[src/rtl/uart_apb_regs.sv]
// UART APB register block: control/status registers plus TX and RX byte
// FIFOs exchanged with the serial core over valid/ready handshakes.

// Circular byte FIFO with power-of-two depth and wrapping pointers.
module uart_apb_fifo #(
  parameter int DEPTH = 16
) (
  input  logic       pclk,
  input  logic       presetn,
  input  logic       push_req,
  input  logic [7:0] wdata,
  input  logic       pop_req,
  output logic [7:0] head,
  output logic       full,
  output logic       empty,
  output logic       ovf
);

  localparam int AW = (DEPTH > 1) ? $clog2(DEPTH) : 1;

  logic [7:0]    mem [DEPTH];
  logic [AW-1:0] wptr;
  logic [AW-1:0] rptr;
  logic [AW:0]   count;
  logic          push;
  logic          pop;

  assign full  = (count == (AW+1)'(DEPTH));
  assign empty = (count == '0);

  // A pop on an empty FIFO is a no-op; a pop on a full FIFO frees the slot
  // the same-cycle push lands in, so only an un-popped full FIFO overflows.
  assign pop  = pop_req & ~empty;
  assign push = push_req & (~full | pop);
  assign ovf  = push_req & full & ~pop;

  // Empty FIFO presents zero so the head never exposes stale storage.
  assign head = empty ? 8'h00 : mem[rptr];

  // NOTE: storage array has no reset; validity is tracked by count/pointers.
  always_ff @(posedge pclk) begin
    if (push) mem[wptr] <= wdata;
  end

  // Pointers and occupancy count.
  // NOTE: sequential state uses non-blocking assignments only.
  always_ff @(posedge pclk or negedge presetn) begin
    if (!presetn) begin
      wptr  <= '0;
      rptr  <= '0;
      count <= '0;
    end else begin
      if (push) wptr <= wptr + 1'b1;
      if (pop)  rptr <= rptr + 1'b1;
      case ({push, pop})
        2'b10:   count <= count + 1'b1;
        2'b01:   count <= count - 1'b1;
        default: count <= count;
      endcase
    end
  end

endmodule

// APB slave register block.
module uart_apb_regs #(
  parameter int          FIFO_DEPTH = 16,
  parameter logic [15:0] BAUD_RST   = 16'd27
) (
  input  logic        pclk,
  input  logic        presetn,
  input  logic [31:0] paddr,
  input  logic [31:0] pwdata,
  input  logic        psel,
  input  logic        penable,
  input  logic        pwrite,
  output logic [31:0] prdata,
  output logic        uart_int,
  output logic [7:0]  tx_data,
  output logic        tx_valid,
  input  logic        tx_ready,
  input  logic [7:0]  rx_data,
  input  logic        rx_valid,
  output logic        tx_en,
  output logic        rx_en,
  output logic [15:0] baud_div
);

  localparam logic [5:0] REG_TXDATA = 6'h00;
  localparam logic [5:0] REG_RXDATA = 6'h01;
  localparam logic [5:0] REG_STATUS = 6'h02;
  localparam logic [5:0] REG_CTRL   = 6'h03;
  localparam logic [5:0] REG_BAUD   = 6'h04;

  logic [5:0]  reg_sel;
  logic        setup_rd;
  logic        acc_wr;
  logic        acc_rd;

  logic [3:0]  ctrl;
  logic        rx_int_en;
  logic        tx_int_en;
  logic        rx_ovf;
  logic        tx_ovf;

  logic        tx_push_req;
  logic        tx_pop;
  logic        tx_full;
  logic        tx_empty;
  logic        tx_ovf_set;
  logic [7:0]  tx_head;

  logic        rx_push_req;
  logic        rx_pop_req;
  logic        rx_full;
  logic        rx_empty;
  logic        rx_ovf_set;
  logic [7:0]  rx_head;

  logic        tx_ovf_clr;
  logic        rx_ovf_clr;
  logic [31:0] rd_mux;
  logic        int_cond;
  logic        unused_bits;

  assign reg_sel  = paddr[7:2];
  assign setup_rd = psel & ~penable & ~pwrite;
  assign acc_wr   = psel & penable & pwrite;
  assign acc_rd   = psel & penable & ~pwrite;

  assign unused_bits = ^{paddr[31:8], paddr[1:0], pwdata[31:16]};

  assign tx_en     = ctrl[0];
  assign rx_en     = ctrl[1];
  assign rx_int_en = ctrl[2];
  assign tx_int_en = ctrl[3];

  // TX path: bus pushes, serial core pops on handshake.
  assign tx_push_req = acc_wr & (reg_sel == REG_TXDATA);
  assign tx_valid    = tx_en & ~tx_empty;
  assign tx_pop      = tx_valid & tx_ready;
  assign tx_data     = tx_head;

  uart_apb_fifo #(.DEPTH(FIFO_DEPTH)) u_tx_fifo (
    .pclk     (pclk),
    .presetn  (presetn),
    .push_req (tx_push_req),
    .wdata    (pwdata[7:0]),
    .pop_req  (tx_pop),
    .head     (tx_head),
    .full     (tx_full),
    .empty    (tx_empty),
    .ovf      (tx_ovf_set)
  );

  // RX path: serial core pushes, a bus read of RXDATA pops.
  assign rx_push_req = rx_valid & rx_en;
  assign rx_pop_req  = acc_rd & (reg_sel == REG_RXDATA);

  uart_apb_fifo #(.DEPTH(FIFO_DEPTH)) u_rx_fifo (
    .pclk     (pclk),
    .presetn  (presetn),
    .push_req (rx_push_req),
    .wdata    (rx_data),
    .pop_req  (rx_pop_req),
    .head     (rx_head),
    .full     (rx_full),
    .empty    (rx_empty),
    .ovf      (rx_ovf_set)
  );

  assign tx_ovf_clr = acc_wr & (reg_sel == REG_STATUS) & pwdata[5];
  assign rx_ovf_clr = acc_wr & (reg_sel == REG_STATUS) & pwdata[4];

  // Read data selection from current state.
  // NOTE: every combinational output gets a default first so no latch forms.
  always_comb begin
    rd_mux = 32'h0;
    case (reg_sel)
      REG_RXDATA: rd_mux = {24'h0, rx_head};
      REG_STATUS: rd_mux = {26'h0, tx_ovf, rx_ovf, rx_empty, rx_full,
                            tx_empty, tx_full};
      REG_CTRL:   rd_mux = {28'h0, ctrl};
      REG_BAUD:   rd_mux = {16'h0, baud_div};
      default:    rd_mux = 32'h0;
    endcase
  end

  assign int_cond = (rx_int_en & ~rx_empty) | (tx_int_en & tx_empty)
                  | rx_ovf | tx_ovf;

  // Configuration registers, sticky overflow flags, read data and interrupt.
  always_ff @(posedge pclk or negedge presetn) begin
    if (!presetn) begin
      ctrl     <= 4'h0;
      baud_div <= BAUD_RST;
      tx_ovf   <= 1'b0;
      rx_ovf   <= 1'b0;
      prdata   <= 32'h0;
      uart_int <= 1'b0;
    end else begin
      if (acc_wr && reg_sel == REG_CTRL) ctrl     <= pwdata[3:0];
      if (acc_wr && reg_sel == REG_BAUD) baud_div <= pwdata[15:0];
      // A set arriving with a clear wins, so no overflow event is lost.
      tx_ovf   <= tx_ovf_set | (tx_ovf & ~tx_ovf_clr);
      rx_ovf   <= rx_ovf_set | (rx_ovf & ~rx_ovf_clr);
      if (setup_rd) prdata <= rd_mux;
      uart_int <= int_cond;
    end
  end

endmodule

[config.mk]
export PLATFORM = sky130hd
export DESIGN_NAME = uart_apb_regs
export DESIGN_NICKNAME = d
export VERILOG_FILES = /design/src/rtl/uart_apb_regs.sv
export SDC_FILE = /design/constraint.sdc
export NUM_CORES = 1
export LEC_CHECK = 0
export CAP_MARGIN = 10
export CORE_UTILIZATION = 51
export CTS_CLUSTER_SIZE = 24
export DETAILED_ROUTE_END_ITERATION = 10
export GPL_TIMING_DRIVEN = 0
export PLACE_DENSITY = 0.85
export SLEW_MARGIN = 40
export SYNTH_ARGS = -nofsm -noshare
export SYNTH_HDL_FRONTEND = slang
export SYNTH_SLANG_ARGS = --single-unit
[constraint.sdc]
create_clock -name pclk -period 3.2 [get_ports pclk]
set_input_delay 0.64 -clock pclk [delete_from_list [all_inputs] [get_ports pclk]]
set_output_delay 0.64 -clock pclk [all_outputs]
set_load 0.1 [all_outputs]
==> results.cfg <==
[outcome]
status = finished with violations
violations = negative setup slack

[grt]
overflow = 0
grt_max_degree = 42
antenna_found_initial = 0
grt_pass1_wl_um = 42700
track_usage_pct = 21.9
grt_pass1_vias = 7265

[min_path]
min_path_cells = 2
whs_endpoint = prdata[14]
hold_class = reg -> reg
min-delay-start = prdata[14]

[worst_setup_path]
end_kind = output port
crit_arrival_ns = 2.68
critPathMaxStageDelay_ns = 0.55
cp-start-kind = flip-flop
regToRegStartpoint = u_rx_fifo.count[1]
critical_path_class = reg -> out
cp_common_cell = buf_12
path_max_fanout = 5
reg2reg_slack_ns = 0.20
crit_required_ns = 2.56
rr_worst_depth = 13
path_cells = buf_6 -> buf_12 -> buf_12 -> mux4_2 -> mux4_2 -> nor2b_4 -> buf_12
cp_slowest_cell = mux4_2
reg2reg_to = u_rx_fifo.count[4]

[synth]
seq_area_frac_synth_pct = 70.2
ys_seq_elements = 321
synthCells = 739
ys_warn_count = 0
avgSynthCellArea_um2 = 18.0
netlist_area_mm2 = 0.0133
synthFlopType = edfxtp_1
ys_types = 54
synth_edf_count = 256
async_flop_share_pct = 20.2

[power]
leakagePower_nw = 5.74
ir_drop_mv = 0.770
finalPower_mw = 10.6
powerDensity_mw_per_mm2 = 673

[timing]
setup_viol_count_final = 8
rsz0062_at_grt = yes
slew_viol_final = 0
slew_headroom_pct = 41.8
setup_ws_ns = -0.115
min_period_over_period_pct = 104
max_freq_mhz = 302
tightest_slew_ns = 0.870
setup-tns-final_ns = -0.657
fin_worst_skew_ns = 0.0219
fin_hold_ws_ns = 0.466
layout_min_cycle_time_ns = 3.32
hold_viol_final = 0

[die]
die_area_mm2 = 0.0267
initial_core_util_pct = 52.4
io_pins = 139
die_h_um = 163
coreArea_mm2 = 0.0253
fp-row-count = 58
die_w_um = 163

[placed_design]
place.gp.congestion = 0.799
io_buffers = 80
pre_cts_ws_ns = -0.792
place_hpwl_um = 18800
placed_cell_area_mm2 = 0.0145
placed_cells = 1169

[cts]
ctsHtreeMaxLevel = 1
root_buffer = clkbuf_16
cts_sinks = 321
numCtsBuffers = 31
clk_pin_slew_ns = 0.06
cts_buffer_depth = 3
clk-insertion-delay-late_ns = 0.56
cts_tree = yes

[route]
route.vias.total = 7146
wl_per_cell_um = 23.2
drt_iter0_markers = 713
first_pass_iters = 5
drt-total-wl_um = 28700
drc = 0
via_per_inst = 5.78
ant_nets = 0

[run]
drv_cap = 0

[cells_and_area]
post-route-cell-area_mm2 = 0.0158
final_layout_size_suffix_gt1_share_pct = 32.2
layout_common_cells = edfxtp_1, mux4_2, dfrtp_1
antenna_cells = 0
stdcell_count = 1236
num-fill-cells = 1678
fin_nets = 979
syn2layout_area_growth_pct = 19.0
final_util_pct = 62.4
mostFrequentLayoutCell = edfxtp_1
[synthesized netlist by cell type, drive strengths merged (12+ instances only)]
| cell type | count | area share (%) |
|---|---|---|
| mux4 | 74 | 13 |
| dfrtp | 61 | 11 |
| edfxtp | 256 | 58 |
| a21oi | 14 | 0.53 |
| xnor2 | 18 | 1.2 |
| inv | 12 | 0.34 |
| nand2 | 54 | 1.6 |
| ha | 17 | 1.6 |
| nand3 | 19 | 0.72 |
| clkbuf | 17 | 0.48 |
| buf | 36 | 1.7 |
| mux2 | 30 | 2.5 |
| nor2 | 35 | 0.99 |
[layout make-up]
class,instances,area (um^2),share of cell area [%]
well taps,330,413,2.61
clock buffers,36,795,5.03
inverters,12,45.0,0.285
flip-flops and latches,321,9320,59.0
multi-input cells,368,3840,24.3
plain buffers,49,315,2.00
clock inverters,21,138,0.871
repair buffers,99,941,5.95
[routing by layer]
metal / vias to the layer above / GRT usage (%) / share of wire, %
met5: - / 0 / 0
met1: 3667 / 27.3 / 38
met2: 291 / 38.1 / 53
li1: 3128 / - / -
met3: 60 / 4.32 / 6.3
met4: 0 / 7.94 / 3.2
[power by group]
group | total, mW | switching (mW) | leakage, nW | internal [mW]
Sequential | 4.73 | 0.116 | 3.16 | 4.61
Combinational | 2.55 | 1.39 | 2.12 | 1.16
Clock | 3.36 | 1.50 | 0.462 | 1.86
[how the worst max path moves through the flow]
stage,start,endpoint,depth (start not counted)
after detailed placement,paddr[7],u_rx_fifo.count[4],14
after global placement,presetn,u_rx_fifo.count[1],1
after CTS,u_tx_fifo.rptr[0],tx_data[3],7
after global routing,u_tx_fifo.rptr[0],tx_data[3],7
after floorplan,paddr[7],u_rx_fifo.count[4],13
final,u_tx_fifo.rptr[0],tx_data[3],7
[critical path: cells and delay by family (launching register included)]
kind,cells,cell delay [ns]
buffers and inverters,4,0.55
DFF,1,0.37
muxes,2,1.04
and+or+nand+nor,1,0.16
[registers in the layout (all words and copies together), names as in the netlist]
signal	count
uart_int	1
rx_ovf	1
ctrl	4
u_rx_fifo.count	5
u_tx_fifo.rptr	4
tx_ovf	1
u_rx_fifo.wptr	4
baud_div	16
u_rx_fifo.rptr	4
prdata	16
u_tx_fifo.mem	128
u_tx_fifo.wptr	4
u_tx_fifo.count	5
u_rx_fifo.mem	128
[kinds of logic (layout without fill, tap and decap cells)]
family                   count (synthesis)  after routing  synth area share (%)
flip-flops                             321            321                  70.2
AND/OR/NAND/NOR                        152            152                  5.57
multiplexers                           112            112                  15.7
buffers and inverters                   65            217                  2.55
AO/OA/AOI/OAI                           47             47                  2.69
XOR/XNOR                                23             23                  1.52
adder cells (fa/ha/maj)                 18             18                  1.75
other                                    1             16                0.0282
[timing repair]
item	in CTS	in global routing
hold buffers	1	0
gates resized for setup	61	5
gates cloned	3	0
endpoints found under the hold margin	24	0
setup endpoints to repair	11	26
buffers inserted	7	3
pin swaps	1	1
Note: power is estimated with default switching activity, not from simulation.
